<file path="src/rtl/axis_pkg.sv">
// rtl/axis_pkg.sv - shared types and helpers for AXI-Stream arbitration blocks
package axis_pkg;

  typedef enum logic {
    IDLE = 1'b0,
    BUSY = 1'b1
  } arb_state_t;

  localparam int AXIS_DATA_WIDTH_DFLT = 64;
  localparam int STRB_W = AXIS_DATA_WIDTH_DFLT / 8;

  // Index width for a port count; a single port still needs one bit.
  function automatic int grant_w(input int ports_nr);
    return (ports_nr > 1) ? $clog2(ports_nr) : 1;
  endfunction

endpackage

</file>
<file path="src/rtl/rr_select.sv">
// rtl/rr_select.sv - combinational rotate-priority encoder
// Picks the first set request after 'last', wrapping modulo PORTS_NR.
module rr_select #(
  parameter int PORTS_NR = 4,
  parameter int GRANT_W  = 2
) (
  input  logic [PORTS_NR-1:0] req,
  input  logic [GRANT_W-1:0]  last,
  output logic [GRANT_W-1:0]  grant,
  output logic                any
);

  int              idx;
  logic [GRANT_W-1:0] idx_w;

  always_comb begin
    grant = '0;
    any   = 1'b0;
    idx   = 0;
    idx_w = '0;
    for (int i = 1; i <= PORTS_NR; i++) begin
      idx   = (int'(last) + i) % PORTS_NR;
      idx_w = GRANT_W'(idx);
      if (!any && req[idx_w]) begin
        any   = 1'b1;
        grant = idx_w;
      end
    end
  end

endmodule

</file>
<file path="src/rtl/axis_rr_arbiter.sv">
// rtl/axis_rr_arbiter.sv - N:1 AXI-Stream round-robin arbiter with packet locking
// Define AXIS_ARB_STATUS_EN to add grant_o, busy_o and per-port packet counters.
module axis_rr_arbiter
  import axis_pkg::*;
#(
  parameter int AXIS_DATA_WIDTH = 64,
  parameter int PORTS_NR        = 4
) (
  input  logic                                  clk_i,
  input  logic                                  rst_i,
  input  logic [PORTS_NR-1:0]                   s_axis_tvalid,
  input  logic [PORTS_NR*AXIS_DATA_WIDTH-1:0]   s_axis_tdata,
  input  logic [PORTS_NR*AXIS_DATA_WIDTH/8-1:0] s_axis_tstrb,
  input  logic [PORTS_NR-1:0]                   s_axis_tlast,
  output logic [PORTS_NR-1:0]                   s_axis_tready,
  output logic                                  m_axis_tvalid,
  output logic [AXIS_DATA_WIDTH-1:0]            m_axis_tdata,
  output logic [AXIS_DATA_WIDTH/8-1:0]          m_axis_tstrb,
  output logic                                  m_axis_tlast,
  input  logic                                  m_axis_tready
`ifdef AXIS_ARB_STATUS_EN
  ,
  output logic [grant_w(PORTS_NR)-1:0]          grant_o,
  output logic                                  busy_o,
  output logic [PORTS_NR*16-1:0]                pkt_cnt_o
`endif
);

  localparam int GW         = grant_w(PORTS_NR);
  localparam int STRB_WIDTH = AXIS_DATA_WIDTH / 8;

  arb_state_t           state, state_nxt;
  logic [GW-1:0]        grant, grant_nxt;
  logic [GW-1:0]        last, last_nxt;
  logic [GW-1:0]        rr_grant;
  logic                 rr_any;
  logic                 sel_valid, sel_last, sel_ready, accept;
  logic [AXIS_DATA_WIDTH-1:0] sel_data;
  logic [STRB_WIDTH-1:0]      sel_strb;

  rr_select #(
    .PORTS_NR (PORTS_NR),
    .GRANT_W  (GW)
  ) u_rr_select (
    .req   (s_axis_tvalid),
    .last  (last),
    .grant (rr_grant),
    .any   (rr_any)
  );

  // Only the granted port is ever looked at; the rest may carry anything.
  assign sel_valid = s_axis_tvalid[grant];
  assign sel_last  = s_axis_tlast[grant];
  assign sel_data  = s_axis_tdata[grant*AXIS_DATA_WIDTH +: AXIS_DATA_WIDTH];
  assign sel_strb  = s_axis_tstrb[grant*STRB_WIDTH +: STRB_WIDTH];
  assign sel_ready = (state == BUSY) && (!m_axis_tvalid || m_axis_tready);
  assign accept    = sel_ready && sel_valid;

  always_comb begin
    s_axis_tready        = '0;
    s_axis_tready[grant] = sel_ready;
  end

  always_ff @(posedge clk_i or posedge rst_i) begin
    if (rst_i) begin
      state <= IDLE;
      grant <= '0;
      last  <= GW'(PORTS_NR - 1);
    end else begin
      state <= state_nxt;
      grant <= grant_nxt;
      last  <= last_nxt;
    end
  end

  always_comb begin
    state_nxt = state;
    grant_nxt = grant;
    last_nxt  = last;
    case (state)
      IDLE: begin
        if (rr_any) begin
          grant_nxt = rr_grant;
          state_nxt = BUSY;
        end
      end
      BUSY: begin
        if (accept && sel_last) begin
          last_nxt  = grant;
          state_nxt = IDLE;
        end
      end
      default: state_nxt = IDLE;
    endcase
  end

  always_ff @(posedge clk_i or posedge rst_i) begin
    if (rst_i) begin
      m_axis_tvalid <= 1'b0;
      m_axis_tdata  <= '0;
      m_axis_tstrb  <= '0;
      m_axis_tlast  <= 1'b0;
    end else if (accept) begin
      m_axis_tvalid <= 1'b1;
      m_axis_tdata  <= sel_data;
      m_axis_tstrb  <= sel_strb;
      m_axis_tlast  <= sel_last;
    end else if (m_axis_tready) begin
      m_axis_tvalid <= 1'b0;
    end
  end

`ifdef AXIS_ARB_STATUS_EN
  logic [15:0] pkt_cnt [PORTS_NR];

  always_ff @(posedge clk_i or posedge rst_i) begin
    if (rst_i) begin
      for (int i = 0; i < PORTS_NR; i++) pkt_cnt[i] <= '0;
    end else begin
      for (int i = 0; i < PORTS_NR; i++) begin
        if (accept && sel_last && (grant == GW'(i))) pkt_cnt[i] <= pkt_cnt[i] + 16'd1;
      end
    end
  end

  for (genvar g = 0; g < PORTS_NR; g++) begin : g_cnt
    assign pkt_cnt_o[g*16 +: 16] = pkt_cnt[g];
  end

  assign grant_o = grant;
  assign busy_o  = (state == BUSY);
`endif

endmodule
</file>
<file path="config.mk">
export PLATFORM = sky130hd
export DESIGN_NAME = axis_rr_arbiter
export DESIGN_NICKNAME = d
export VERILOG_FILES = /design/src/rtl/axis_pkg.sv /design/src/rtl/rr_select.sv /design/src/rtl/axis_rr_arbiter.sv
export SDC_FILE = /design/constraint.sdc
export NUM_CORES = 1
export LEC_CHECK = 0
export ABC_AREA = 1
export CAP_MARGIN = 5
export CORE_AREA = 8 8 140 142
export CTS_CLUSTER_SIZE = 12
export DETAILED_ROUTE_END_ITERATION = 12
export DIE_AREA = 0 0 148 150
export PLACE_DENSITY = 0.75
export SLEW_MARGIN = 20
export SYNTH_ARGS = -nofsm -noshare
export SYNTH_HDL_FRONTEND = slang
export SYNTH_SLANG_ARGS = --single-unit
</file>
<file path="constraint.sdc">
create_clock -name clk_i -period 2.7 [get_ports clk_i]
set_clock_uncertainty 0.05 [all_clocks]
set_input_delay 0.54 -clock clk_i [delete_from_list [all_inputs] [get_ports clk_i]]
set_output_delay 0.54 -clock clk_i [all_outputs]
set_load 0.01 [all_outputs]
</file>
# Word-level counts from Yosys, hierarchy flattened
# Cells that the tools add are included.
# word_totals
ff_bits	79
in_bits	299
out_inout_bits	78
word_cells	63
# op_classes
add_sub_neg	4
order_cmp	6
shift	2
muxes	27
bitwise	2
n_reduce_logical	15
# ops
op	count
$shiftx 256x9->64	1
$shiftx 32x6->8	1
$lt 2x3->1 const B	5
$mux 1	15
$bmux 1 s2	6
$mux 2	4
$logic_and 1x1->1	7
$add 2x1->2 const B	2
$add 2x2->2 const B	2
$and 4x4->4	1
$logic_not 1->1	4
$reduce_and 2->1	2
$demux 1 s2	1
$ge 2x1->1 const B	1
$pmux 1 s2	1
$reduce_bool 2->1	1
$logic_or 1x1->1	1
$not 1->1	1

# Longest topological paths before layout
# depth
depth_word	15
depth_mapped	12
depth_no_buf	11

# Modules after synthesis
# A second synthesis with hierarchy kept.
# hier_totals
hier_cells	846
area_unflattened_um2	5740.5
# by_module_without_submodules
mod	n_inst	cells_each	area_per_inst_um2	seq_area_each_um2
axis_rr_arbiter	1	794	5469.0	1979.4
rr_select	1	52	271.5	0.0

# Least setup slack after synthesis
# OpenSTA, ideal clock, no wires.
# synth_timing
path_kind	register to output
startpoint	reg grant[0]
endpoint	out s_axis_tready[0]
arrival_ns	1.173
required_ns	2.110
path_slack_ns	0.937
stages_incl_launch_ff	5
path_buffers	3
path_cell_list	dfrtp_1 -> buf_2 -> buf_2 -> buf_1 -> nor3_1
# synth_between
elab_chain_len	5
elab_cells_between_ends	6
cone_classes	2 x order compare; 2 x mux; 1 x bitwise; 1 x reduce/logical
# synth_lines
item	line_no	rtl
from (decl)	axis_rr_arbiter.sv:33	logic [GW-1:0] grant, grant_nxt;
from (signal assigned)	axis_rr_arbiter.sv:71	grant <= grant_nxt;
$lt 2x3->1 (not written as such) / $ge 2x1->1 (equally long branches)	axis_rr_arbiter.sv:61	s_axis_tready[grant] = sel_ready;
$logic_and 1x1->1 (not written as such)	axis_rr_arbiter.sv:61	
$mux 1 (not written as such)	axis_rr_arbiter.sv:61	
$demux 1 s2 (*)	axis_rr_arbiter.sv:61	
$and 4x4->4 (no line) (*)	--	
to (decl)	axis_rr_arbiter.sv:15	output logic [PORTS_NR-1:0] s_axis_tready,
# Every way passes the cells marked *; elsewhere a longest branch is shown, timed or not.

# Final worst setup path
# layout_timing
startpoint	in m_axis_tready
endpoint	out s_axis_tready[2]
# layout_between
elab_chain_len	3
# layout_lines
item	line_no	rtl
from (decl)	axis_rr_arbiter.sv:20	input logic m_axis_tready
$logic_or 1x1->1	axis_rr_arbiter.sv:56	assign sel_ready = (state == BUSY) && (!m_axis_tvalid || m_axis_tready);
$logic_and 1x1->1	axis_rr_arbiter.sv:56	
$and 4x4->4 (no line)	--	
# Every way passes these cells.

==> flow_summary.ini <==
[run_status]
status = finished clean

[detailed_routing]
routed_wl_um = 23800
vias = 6405
post_drt_via_cell_ratio = 4.86
drt_first_pass_iters = 5
drcViolationCount = 0
drt_iter0_drc = 313
ant_nets = 0
wl_per_cell_um = 18.1

[global_route]
grt_pass1_vias = 6289
grt_use_total_pct = 20.5
grt_first_pass_wirelength_um = 35500
grt_start_max_net_pins = 74
antenna_found_initial = 0
overflow = 0

[sta]
min_period_ns = 2.61
clock.fmax_ghz = 0.384
finalSetupViolCount = 0
holdWs_ns = 0.424
fin_ws_ns = 0.0946
rsz0062_at_grt = no
slew_violations = 0
worstMarginPinSlew_ns = 0.677
relSlewSlack_pct = 54.8
period_share_pct = 96.5
hold_violations = 0

[synthesis]
synth_cells = 741
synth_top_family_by_area = simple AND/OR/NAND/NOR gates
synth_cell_types = 21
syn-cell-area_um2 = 4960
yosys.area_share.adder_pct = 0
synth_xor_area_share_pct = 0
synth-compound-area-share_pct = 15.8
synth_nets = 1040
synthSimpleGateAreaFrac_pct = 37.0
synth_seq_cells = 79
yosysWarnings = 0
ys_seq_area_share_pct = 39.9
syn_avg_cell_area_um2 = 6.69
synth_mux_area_share_pct = 0

[worst_setup_path]
r2r_end = m_axis_tstrb[5]
reg2regPathDepth = 5
startpoint_type = input port
cp.arrival_ns = 2.02
end_kind = output port
reg2reg_setup_slack_ns = 0.67
crit_required_ns = 2.11
critPathKind = in -> out
reg2reg_from = grant[0]
cp_max_fo = 5

[layout]
nFillCells = 1707
nets = 1384
n_antenna_cell = 0
area_growth_pct = 85.8
drive_above_1_share_pct = 4.04
final_area_um2 = 9210

[min_path]
min_from = m_axis_tlast
hold_end = m_axis_tlast
min_path_type = reg -> reg
min_delay_path_depth = 2

[floorplan]
start_util_pct = 28.3
num_rows = 49
dieArea_um2 = 22200
ioPinCount = 377
die_height_um = 150
fp.dieW_um = 148
core-area_um2 = 17500

[clocking]
cts.htree.levels = 3
root_buffer = clkbuf_16
clkTransAtPathRegs_ns = 0.06
ctsHoldBuffers = 0
cts-buffers-inserted = 9
numClockSinks = 79
tritoncts = done
clock_latency_ns = 0.33
clockBufferDepth = 2

[power_and_ir_drop]
power.density_nw_per_um2 = 981
power_w = 0.00904
vdd_drop_max_mv = 0.752
power.leakage_nw = 3.93

[place]
io_buffers = 376
placed_area_um2 = 8900
post-dp-hpwl_um = 18700
gp_congestion = 0.909
place_ws_ns = -0.100

[job]
cap_violations = 0
[routing by layer]
metal	GRT usage (%)	routed length, um
met1	23.9	9170
met2	34.7	11900
met3	5.78	2070
met4	8.72	722
met5	0	0
[per-stage QoR]
step / setup TNS (ns) / utilization (%) / cells
2_1_floorplan: 0 / - / 741
3_3_place_gp: -0.277 / 50.7 / 1303
3_5_place_dp: -0.317 / 50.7 / 1303
4_1_cts: 0 / 52.5 / 1319
5_1_grt: 0 / 52.5 / 1319
6_report: 0 / 52.5 / 1319
[cells in the mapped netlist]
library cell / number / area share, %
nand2_1: 271 / 21
nand3_1: 153 / 15
dfrtp_1: 77 / 39
a21oi_1: 74 / 7.5
o21ai_1: 36 / 3.6
o21ai_0: 35 / 3.5
buf_2: 25 / 2.5
clkbuf_1: 21 / 1.6
inv_1: 13 / 0.98
buf_1: 6 / 0.45
buf_6: 6 / 1.4
nor2_1: 6 / 0.45
o21ai_2: 4 / 0.71
inv_2: 3 / 0.23
nand4_1: 3 / 0.38
dfstp_2: 2 / 1.1
nor3_1: 2 / 0.20
a21boi_0: 1 / 0.15
a21oi_2: 1 / 0.18
a22oi_1: 1 / 0.15
clkbuf_2: 1 / 0.10
[worst max-delay path, cell delays in order]
cell             delay, ns
clkdlybuf4s50_1       0.48
o21ai_1               0.19
nor3_1                0.21
clkdlybuf4s50_1       0.59
[kinds of logic (layout without fill, tap and decap cells)]
family / count (synthesis) / after routing
flip-flops: 79 / 79
AND/OR/NAND/NOR: 435 / 435
buffers and inverters: 75 / 424
AO/OA/AOI/OAI: 152 / 152
[worst max path at each step]
| stage | from | end | slack (ns) | cells after the start |
|---|---|---|---|---|
| floorplan | rst_i | grant[0] | 0.09 | 1 |
| global placement | m_axis_tready | s_axis_tready[2] | -0.09 | 4 |
| detailed placement | m_axis_tready | s_axis_tready[3] | -0.10 | 4 |
| CTS | m_axis_tready | s_axis_tready[3] | 0.10 | 4 |
| global route | m_axis_tready | s_axis_tready[3] | 0.04 | 4 |
| finish | m_axis_tready | s_axis_tready[2] | 0.09 | 4 |
[where the power goes]
part	internal (W)	switching (W)	leakage, nW	total (W)
clock network	0.000793	0.000471	0.149	0.00126
registers	0.00176	0.000371	0.987	0.00213
logic	0.00246	0.00318	2.79	0.00564
[layout make-up]
class	instances	area (um2)	share of cell area, %
clock buffer	14	274	2.98
inverter	16	63.8	0.693
multi-input combinational	587	2630	28.6
timing repair buffer	392	3930	42.7
tap	229	287	3.11
clock inverter	2	37.5	0.408
sequential	79	1980	21.5
[what timing repair did]
item,CTS,global route
buffers inserted,0,0
endpoints found under the setup margin,4,0
endpoints found under the hold margin,0,0
resized for setup,1,0
[registers in the layout (all words and copies together) (netlist names)]
register	count
m_axis_tdata	64
m_axis_tstrb	8
grant	2
last	2
m_axis_tlast	1
m_axis_tvalid	1
state	1
[layout by cell type, fill, tap and decap left out, types with 2 or more instances in the layout]
master,netlist,layout
a21oi_1,74,74
buf_12,0,4
buf_4,0,12
clkbuf_1,21,2
clkbuf_16,0,9
clkbuf_8,0,3
clkdlybuf4s50_1,0,376
dfrtp_1,77,76
dfstp_2,2,2
inv_1,13,12
inv_2,3,2
nand2_1,271,271
nand3_1,153,153
nand4_1,3,3
nor2_1,6,4
nor2_4,0,2
nor3_1,2,2
o21ai_0,35,34
o21ai_1,36,37
o21ai_2,4,4
No activity file was read; power rests on OpenSTA's default activity.
